File: src/rtl/char_move_ctrl.sv
// char_move_ctrl: owns the player position and issues one collision query per movement step.
// It waits out the detector read latency, then commits or discards the 1 px move. It also
// times the sword attack window.
// Optional feature macro: KNOCKBACK_EN (an enemy hit pushes the player 4 px backwards).
module char_move_ctrl #(
   parameter logic [8:0]  START_X       = 9'd120,
   parameter logic [7:0]  START_Y       = 8'd80,
   parameter int unsigned MOVE_DIV      = 2,
   parameter int unsigned ATTACK_FRAMES = 8,
   parameter int unsigned QUERY_WAIT    = 2
) (
   input  logic       clock,
   input  logic       reset,
   input  logic       frame_tick,
   input  logic       btn_up,
   input  logic       btn_down,
   input  logic       btn_left,
   input  logic       btn_right,
   input  logic       btn_attack,
   input  logic       c_map_collision,
   input  logic       c_e1_collision,
   output logic       collision_enable,
   output logic [2:0] direction_char,
   output logic [2:0] facing_char,
   output logic       attack,
   output logic [8:0] char_x,
   output logic [7:0] char_y,
   output logic       busy
);

   typedef enum logic [2:0] {StIdle, StDecide, StQuery, StCommit, StAttack} state_e;

   localparam logic [2:0] DirNone  = 3'b000;
   localparam logic [2:0] DirUp    = 3'b010;
   localparam logic [2:0] DirDown  = 3'b011;
   localparam logic [2:0] DirLeft  = 3'b100;
   localparam logic [2:0] DirRight = 3'b101;

   localparam logic [4:0] MoveDiv   = 5'(MOVE_DIV);
   localparam logic [7:0] AtkFrames = 8'(ATTACK_FRAMES);
   localparam logic [2:0] QueryLast = 3'(QUERY_WAIT);

   state_e     state_q, state_d;
   logic       pending_q, pending_d;
   logic [3:0] step_cnt_q, step_cnt_d;
   logic [7:0] atk_cnt_q, atk_cnt_d;
   logic [2:0] wait_cnt_q, wait_cnt_d;
   logic       hit_q, hit_d;
   logic       e1_q, e1_d;
   logic [2:0] dir_q, dir_d;
   logic [2:0] facing_q, facing_d;
   logic       attack_q, attack_d;
   logic [8:0] char_x_q, char_x_d;
   logic [7:0] char_y_q, char_y_d;

   logic [4:0]        step_next;
   logic [2:0]        btn_dir;
   logic              knock;
   logic signed [10:0] dx, dy, sum_x, sum_y;
   logic [8:0]        clamp_x;
   logic [7:0]        clamp_y;

`ifdef KNOCKBACK_EN
   assign knock = e1_q;
`else
   // Enemy result has no effect in this build.
   logic unused_e1;
   assign unused_e1 = c_e1_collision;
   assign knock     = 1'b0;
`endif

   // Button priority: UP > DOWN > LEFT > RIGHT.
   always_comb begin
      btn_dir = DirNone;
      if (btn_up)         btn_dir = DirUp;
      else if (btn_down)  btn_dir = DirDown;
      else if (btn_left)  btn_dir = DirLeft;
      else if (btn_right) btn_dir = DirRight;
   end

   // Candidate position for COMMIT: signed, wider than the position, then clamped.
   always_comb begin
      dx = 11'sd0;
      dy = 11'sd0;
      if (knock) begin
         case (facing_q)
            DirUp:    dy = 11'sd4;
            DirDown:  dy = -11'sd4;
            DirLeft:  dx = 11'sd4;
            DirRight: dx = -11'sd4;
            default:  ;
         endcase
      end else if (!hit_q) begin
         case (dir_q)
            DirUp:    dy = -11'sd1;
            DirDown:  dy = 11'sd1;
            DirLeft:  dx = -11'sd1;
            DirRight: dx = 11'sd1;
            default:  ;
         endcase
      end
      sum_x = $signed({2'b00, char_x_q}) + dx;
      sum_y = $signed({3'b000, char_y_q}) + dy;
      if (sum_x < 11'sd0)        clamp_x = 9'd0;
      else if (sum_x > 11'sd240) clamp_x = 9'd240;
      else                       clamp_x = sum_x[8:0];
      if (sum_y < 11'sd0)        clamp_y = 8'd0;
      else if (sum_y > 11'sd160) clamp_y = 8'd160;
      else                       clamp_y = sum_y[7:0];
   end

   // Next-state logic for the movement/attack sequencer.
   always_comb begin
      state_d    = state_q;
      pending_d  = pending_q;
      step_cnt_d = step_cnt_q;
      atk_cnt_d  = atk_cnt_q;
      wait_cnt_d = wait_cnt_q;
      hit_d      = hit_q;
      e1_d       = e1_q;
      dir_d      = dir_q;
      facing_d   = facing_q;
      attack_d   = attack_q;
      char_x_d   = char_x_q;
      char_y_d   = char_y_q;
      step_next  = {1'b0, step_cnt_q} + 5'd1;

      // One-deep tick memory; ATTACK consumes its own ticks.
      if (frame_tick && (state_q == StDecide || state_q == StQuery || state_q == StCommit)) begin
         pending_d = 1'b1;
      end

      case (state_q)
         StIdle: begin
            if (frame_tick || pending_q) begin
               state_d   = StDecide;
               pending_d = 1'b0;
            end
         end
         StDecide: begin
            if (btn_attack) begin
               state_d   = StAttack;
               atk_cnt_d = AtkFrames;
               attack_d  = 1'b1;
            end else if (step_next < MoveDiv) begin
               step_cnt_d = step_next[3:0];
               state_d    = StIdle;
            end else begin
               step_cnt_d = 4'd0;
               if (btn_dir == DirNone) begin
                  state_d = StIdle;
               end else begin
                  dir_d      = btn_dir;
                  facing_d   = btn_dir;
                  wait_cnt_d = 3'd0;
                  state_d    = StQuery;
               end
            end
         end
         StQuery: begin
            if (wait_cnt_q == QueryLast) begin
               hit_d   = c_map_collision;
               e1_d    = c_e1_collision;
               state_d = StCommit;
            end else begin
               wait_cnt_d = wait_cnt_q + 3'd1;
            end
         end
         StCommit: begin
            char_x_d = clamp_x;
            char_y_d = clamp_y;
            dir_d    = DirNone;
            state_d  = StIdle;
         end
         StAttack: begin
            if (frame_tick) begin
               if (atk_cnt_q <= 8'd1) begin
                  atk_cnt_d = 8'd0;
                  attack_d  = 1'b0;
                  state_d   = StIdle;
               end else begin
                  atk_cnt_d = atk_cnt_q - 8'd1;
               end
            end
         end
         default: state_d = StIdle;
      endcase
   end

   // State registers with asynchronous reset.
   always_ff @(posedge clock or posedge reset) begin
      if (reset) begin
         state_q    <= StIdle;
         pending_q  <= 1'b0;
         step_cnt_q <= 4'd0;
         atk_cnt_q  <= 8'd0;
         wait_cnt_q <= 3'd0;
         hit_q      <= 1'b0;
         e1_q       <= 1'b0;
         dir_q      <= DirNone;
         facing_q   <= DirDown;
         attack_q   <= 1'b0;
         char_x_q   <= START_X;
         char_y_q   <= START_Y;
      end else begin
         state_q    <= state_d;
         pending_q  <= pending_d;
         step_cnt_q <= step_cnt_d;
         atk_cnt_q  <= atk_cnt_d;
         wait_cnt_q <= wait_cnt_d;
         hit_q      <= hit_d;
         e1_q       <= e1_d;
         dir_q      <= dir_d;
         facing_q   <= facing_d;
         attack_q   <= attack_d;
         char_x_q   <= char_x_d;
         char_y_q   <= char_y_d;
      end
   end

   assign collision_enable = (state_q == StQuery);
   assign busy             = (state_q != StIdle);
   assign direction_char   = dir_q;
   assign facing_char      = facing_q;
   assign attack           = attack_q;
   assign char_x           = char_x_q;
   assign char_y           = char_y_q;

endmodule

File: config.mk
export PLATFORM = sky130hd
export DESIGN_NAME = char_move_ctrl
export DESIGN_NICKNAME = d
export VERILOG_FILES = /design/src/rtl/char_move_ctrl.sv
export SDC_FILE = /design/constraint.sdc
export NUM_CORES = 1
export LEC_CHECK = 0
export ABC_AREA = 1
export CAP_MARGIN = 20
export CORE_MARGIN = 2
export CORE_UTILIZATION = 39
export DETAILED_ROUTE_END_ITERATION = 16
export HOLD_SLACK_MARGIN = 0.1
export MAX_ROUTING_LAYER = met4
export PLACE_DENSITY_LB_ADDON = 0.08
export SLEW_MARGIN = 30
export SYNTH_ARGS = -nofsm -noshare
export SYNTH_HDL_FRONTEND = slang
export SYNTH_SLANG_ARGS = --single-unit
File: constraint.sdc
create_clock -name clock -period 2.8 [get_ports clock]
set_input_delay 0.42 -clock clock [delete_from_list [all_inputs] [get_ports clock]]
set_output_delay 0.42 -clock clock [all_outputs]
set_load 0.005 [all_outputs]
==> results.yml <==
synth:
  netlist_area_um2: 3208
  ys_warnings: 0
  syn_inst: 454
  synth.top_cells.by_area: "sky130_fd_sc_hd__dfrtp_1 28%, sky130_fd_sc_hd__nand2_1 17%, sky130_fd_sc_hd__ha_1 9.8%"
  area_fraction_of_the_dominant_cell_type_after_synthesis: 0.2808
  synth.area.mux_share: 0.003510
  synth.avg_cell_area_um2: 7.066
  post_synthesis_sequential_area_ratio: 0.3463
  compound_gate_fraction_of_synth_area: 0.08151
  yosys_register_bits: 44
  synth_simple_gate_area_share: 0.3588
  synthXorXnorAreaFrac: 0.01365
  synthMostInstantiatedCell: "sky130_fd_sc_hd__nand2_1"
  synth.distinct_cells: 34
  synth_edf_count: 0
  async_flop_share: 1.000
  synth_largest_area_cell: "sky130_fd_sc_hd__dfrtp_1"
  adder_cell_share_of_the_synthesized_area: 0.1100
  synthesis.nets: 491
  ys.flop_type: "sky130_fd_sc_hd__dfrtp_1"
  synth_top_family_by_area: "simple AND/OR/NAND/NOR gates"
  synth_commonest_cells: "144 x sky130_fd_sc_hd__nand2_1, 68 x sky130_fd_sc_hd__inv_1, 37 x sky130_fd_sc_hd__nor2_1, 36 x sky130_fd_sc_hd__dfrtp_1, 34 x sky130_fd_sc_hd__nand3_1"
critical_path:
  worst-endpoint-arrival_ns: 2.72
  worst_setup_path_start_kind: "flip-flop"
  endpoint: "char_x[7]"
  timing.setup.critical_path_class: "reg -> reg"
  r2r_cells: 15
  setup.worst_path.end_class: "flip-flop"
  critPathMaxFanout: 13
  crit_path_top_delay_cell: "sky130_fd_sc_hd__dfrtp_1"
  crit-reg2reg-capture: "char_x[7]"
  regToRegStartpoint: "direction_char[1]"
  required_ns: 2.99
  path_cells: "inv_1, nand3_1, nor2_1, buf_4, ha_1, nand2_1, nand2_1, a21oi_1, nand4_1, nand2_1, inv_2, nor2_4, nand3_1, nand2_1, nand2_1"
  timing.critical_path.mode_cell: "sky130_fd_sc_hd__nand2_1"
  timing.reg2reg.setup_slack_ns: 0.27
  startpoint_of_the_worst_setup_timing_path: "direction_char[1]"
  critPathMaxStageDelay_ns: 0.41
clock_network:
  clock_latency_on_the_worst_skew_pair_ns: 0.29
  clock-root-buffer: "sky130_fd_sc_hd__clkbuf_8"
  hold_buffers: 0
  htree_num_levels: 2
  cts.sink_count: 44
  clkSlewWorstSetupHoldPaths_ns: 0.09
  tritoncts: "yes"
  cts-root-to-sink-buffers: 2
  cts_inserted_buffers: 5
status:
  outcome: "finished, final reports clean"
layout:
  finalCoreUtilization: 0.4709
  drive_above_1_share: 0.1058
  final_net_count: 537
  cell_area_after_layout_um2: 3811
  layout.cells.non_filler: 606
  synthToLayoutAreaGrowth_pct: 18.80
  count_of_antenna_diodes_in_the_layout: 0
placement:
  dp_cells: 594
  port_buffers: 34
  dpl.hpwl_um: 5267
  routabilityCongestion: 0.8579
  dpl-instance-area_um2: 3691
  pre_cts_slack_ns: 0.1451
sta:
  fin_crit_sh: 0.9043
  relSlewSlack: 0.6261
  finalCriticalPeriod_ns: 2.532
  timing.setup.tns_ns: 0
  worst_hold_slack_ns: 0.4728
  worst_slack_ns: 0.2680
  hold_violations: 0
  report.final.setup_viol: 0
  clock-skew-final_ns: 0.003422
  clock.fmax_mhz: 394.9
  worst_pin_slew_ns: 0.5609
  final-max-slew-violation-count: 0
  setup_repair_after_global_routing_missed_its_margin: "no"
global_routing:
  grt_max_degree: 45
  grt_antenna_before_repair: 0
  first_pass_grt_wire_length_um: 12140
  global_route.usage.total: 0.1738
  first_global_vias: 2702
  grt_overflow: 0
drt:
  topRoutingLayerUsed: "met4"
  initialDrtViolationCount: 155
  met1_layer_wirelength_in_the_final_routing_um: 3732
  postRouteAntennaNets: 0
  drt_pre_antenna_iters: 4
  vias: 2910
  drc_errors: 0
  viasPerCell: 4.802
  wl_met3_um: 225
  drt-total-wl_um: 7061
  drt-wirelength-per-cell_um: 11.65
  detailroute.wirelength.met2_um: 3065
floorplan:
  placement_rows: 33
  die-area_um2: 8967
  ioPinCount: 36
  floorplan.core_area_um2: 8093
  vertical_die_dimension_um: 94.70
  die_width_um: 94.70
  initial_core_util: 0.3964
power:
  power_density_nw_per_um2: 741.5
  ir_drop_mv: 0.4473
  p_leak_nw: 2.018
  fin_total_pwr_mw: 2.826
hold_path:
  number_of_cells_on_the_worst_hold_path: 2
  hold_path.startpoint: "facing_char[0]"
  hold_class: "reg -> reg"
flow_run:
  max_cap_viol_count: 0
==> sequential cells by signal, indices dropped and copies added, names as in the netlist <==
register / count
hit_q: 1
state_q: 3
atk_cnt_q: 8
direction_char: 3
char_x: 9
facing_char: 3
wait_cnt_q: 3
step_cnt_q: 4
char_y: 8
pending_q: 1
attack: 1
==> worst max-delay path: cells and delay by family (launching register included) <==
| kind | cells | cell delay (ns) |
|---|---|---|
| buf+inv | 3 | 0.39 |
| compound gates | 1 | 0.22 |
| flops | 1 | 0.41 |
| simple gates | 10 | 1.08 |
| fa+ha+maj | 1 | 0.33 |
==> worst min path at each step <==
stage	slack [ns]	end
2_1_floorplan	0.46	facing_char[0]
3_3_place_gp	0.46	facing_char[0]
3_5_place_dp	0.46	facing_char[1]
4_1_cts	0.47	facing_char[0]
5_1_grt	0.49	facing_char[0]
6_report	0.47	facing_char[0]
==> what timing repair did <==
item / 4_1_cts / 5_1_grt
buffers inserted: 0 / 4
hold endpoints to repair: 0 / 0
setup endpoints to repair: 0 / 8
gates resized for setup: 0 / 2
==> metal layers <==
layer,up-vias,track usage
met5,-,-
met4,0,0.03623
met3,5,0.02474
met2,38,0.2766
met1,1319,0.2373
li1,1548,-
==> cell families after synthesis <==
| logic type | Yosys count |
|---|---|
| AOI/OAI and AO/OA | 44 |
| xor gates and xnor gates | 5 |
| adders and majority gates | 27 |
| buffers and inverters | 73 |
| DFF | 44 |
| muxes | 1 |
| and+or+nand+nor | 260 |
==> power breakdown <==
part	switching (mW)	leakage (nW)	internal [mW]
registers	0.147	0.557	0.849
clock network	0.225	0.0422	0.176
logic	0.831	1.42	0.598
==> cells in the final DEF, fill, tap and decap left out, types with 2 or more instances in the layout <==
cell,synthesis,routed
sky130_fd_sc_hd__nand3_2,2,2
sky130_fd_sc_hd__o21ai_0,12,12
sky130_fd_sc_hd__clkbuf_1,1,2
sky130_fd_sc_hd__nand3b_1,3,3
sky130_fd_sc_hd__clkdlybuf4s50_1,0,34
sky130_fd_sc_hd__xor2_1,5,5
sky130_fd_sc_hd__o21ai_1,6,6
sky130_fd_sc_hd__nor3b_1,2,2
sky130_fd_sc_hd__nand3_1,34,34
sky130_fd_sc_hd__nor2_2,5,5
sky130_fd_sc_hd__nand2_2,10,10
sky130_fd_sc_hd__dfrtp_1,36,36
sky130_fd_sc_hd__nor3_1,7,6
sky130_fd_sc_hd__ha_1,25,25
sky130_fd_sc_hd__nor2_1,37,37
sky130_fd_sc_hd__inv_2,3,4
sky130_fd_sc_hd__nand2_1,144,144
sky130_fd_sc_hd__a21oi_4,2,2
sky130_fd_sc_hd__buf_4,0,6
sky130_fd_sc_hd__dfstp_2,8,8
sky130_fd_sc_hd__clkbuf_8,0,5
sky130_fd_sc_hd__or2_0,2,2
sky130_fd_sc_hd__nor2_4,3,3
sky130_fd_sc_hd__a21oi_1,18,18
sky130_fd_sc_hd__inv_1,68,66
sky130_fd_sc_hd__fa_1,2,2
sky130_fd_sc_hd__nand4_1,9,9
==> layout make-up <==
cell class	count	area, um2
clock inverters	1	5.005
repair buffers	40	385.4
flip-flops and latches	44	1111
inverters	72	276.5
multi-input cells	337	1826
fillers	831	4282
well taps	105	131.4
clock buffers	7	76.32
Note: power is estimated with default switching activity, not from simulation.
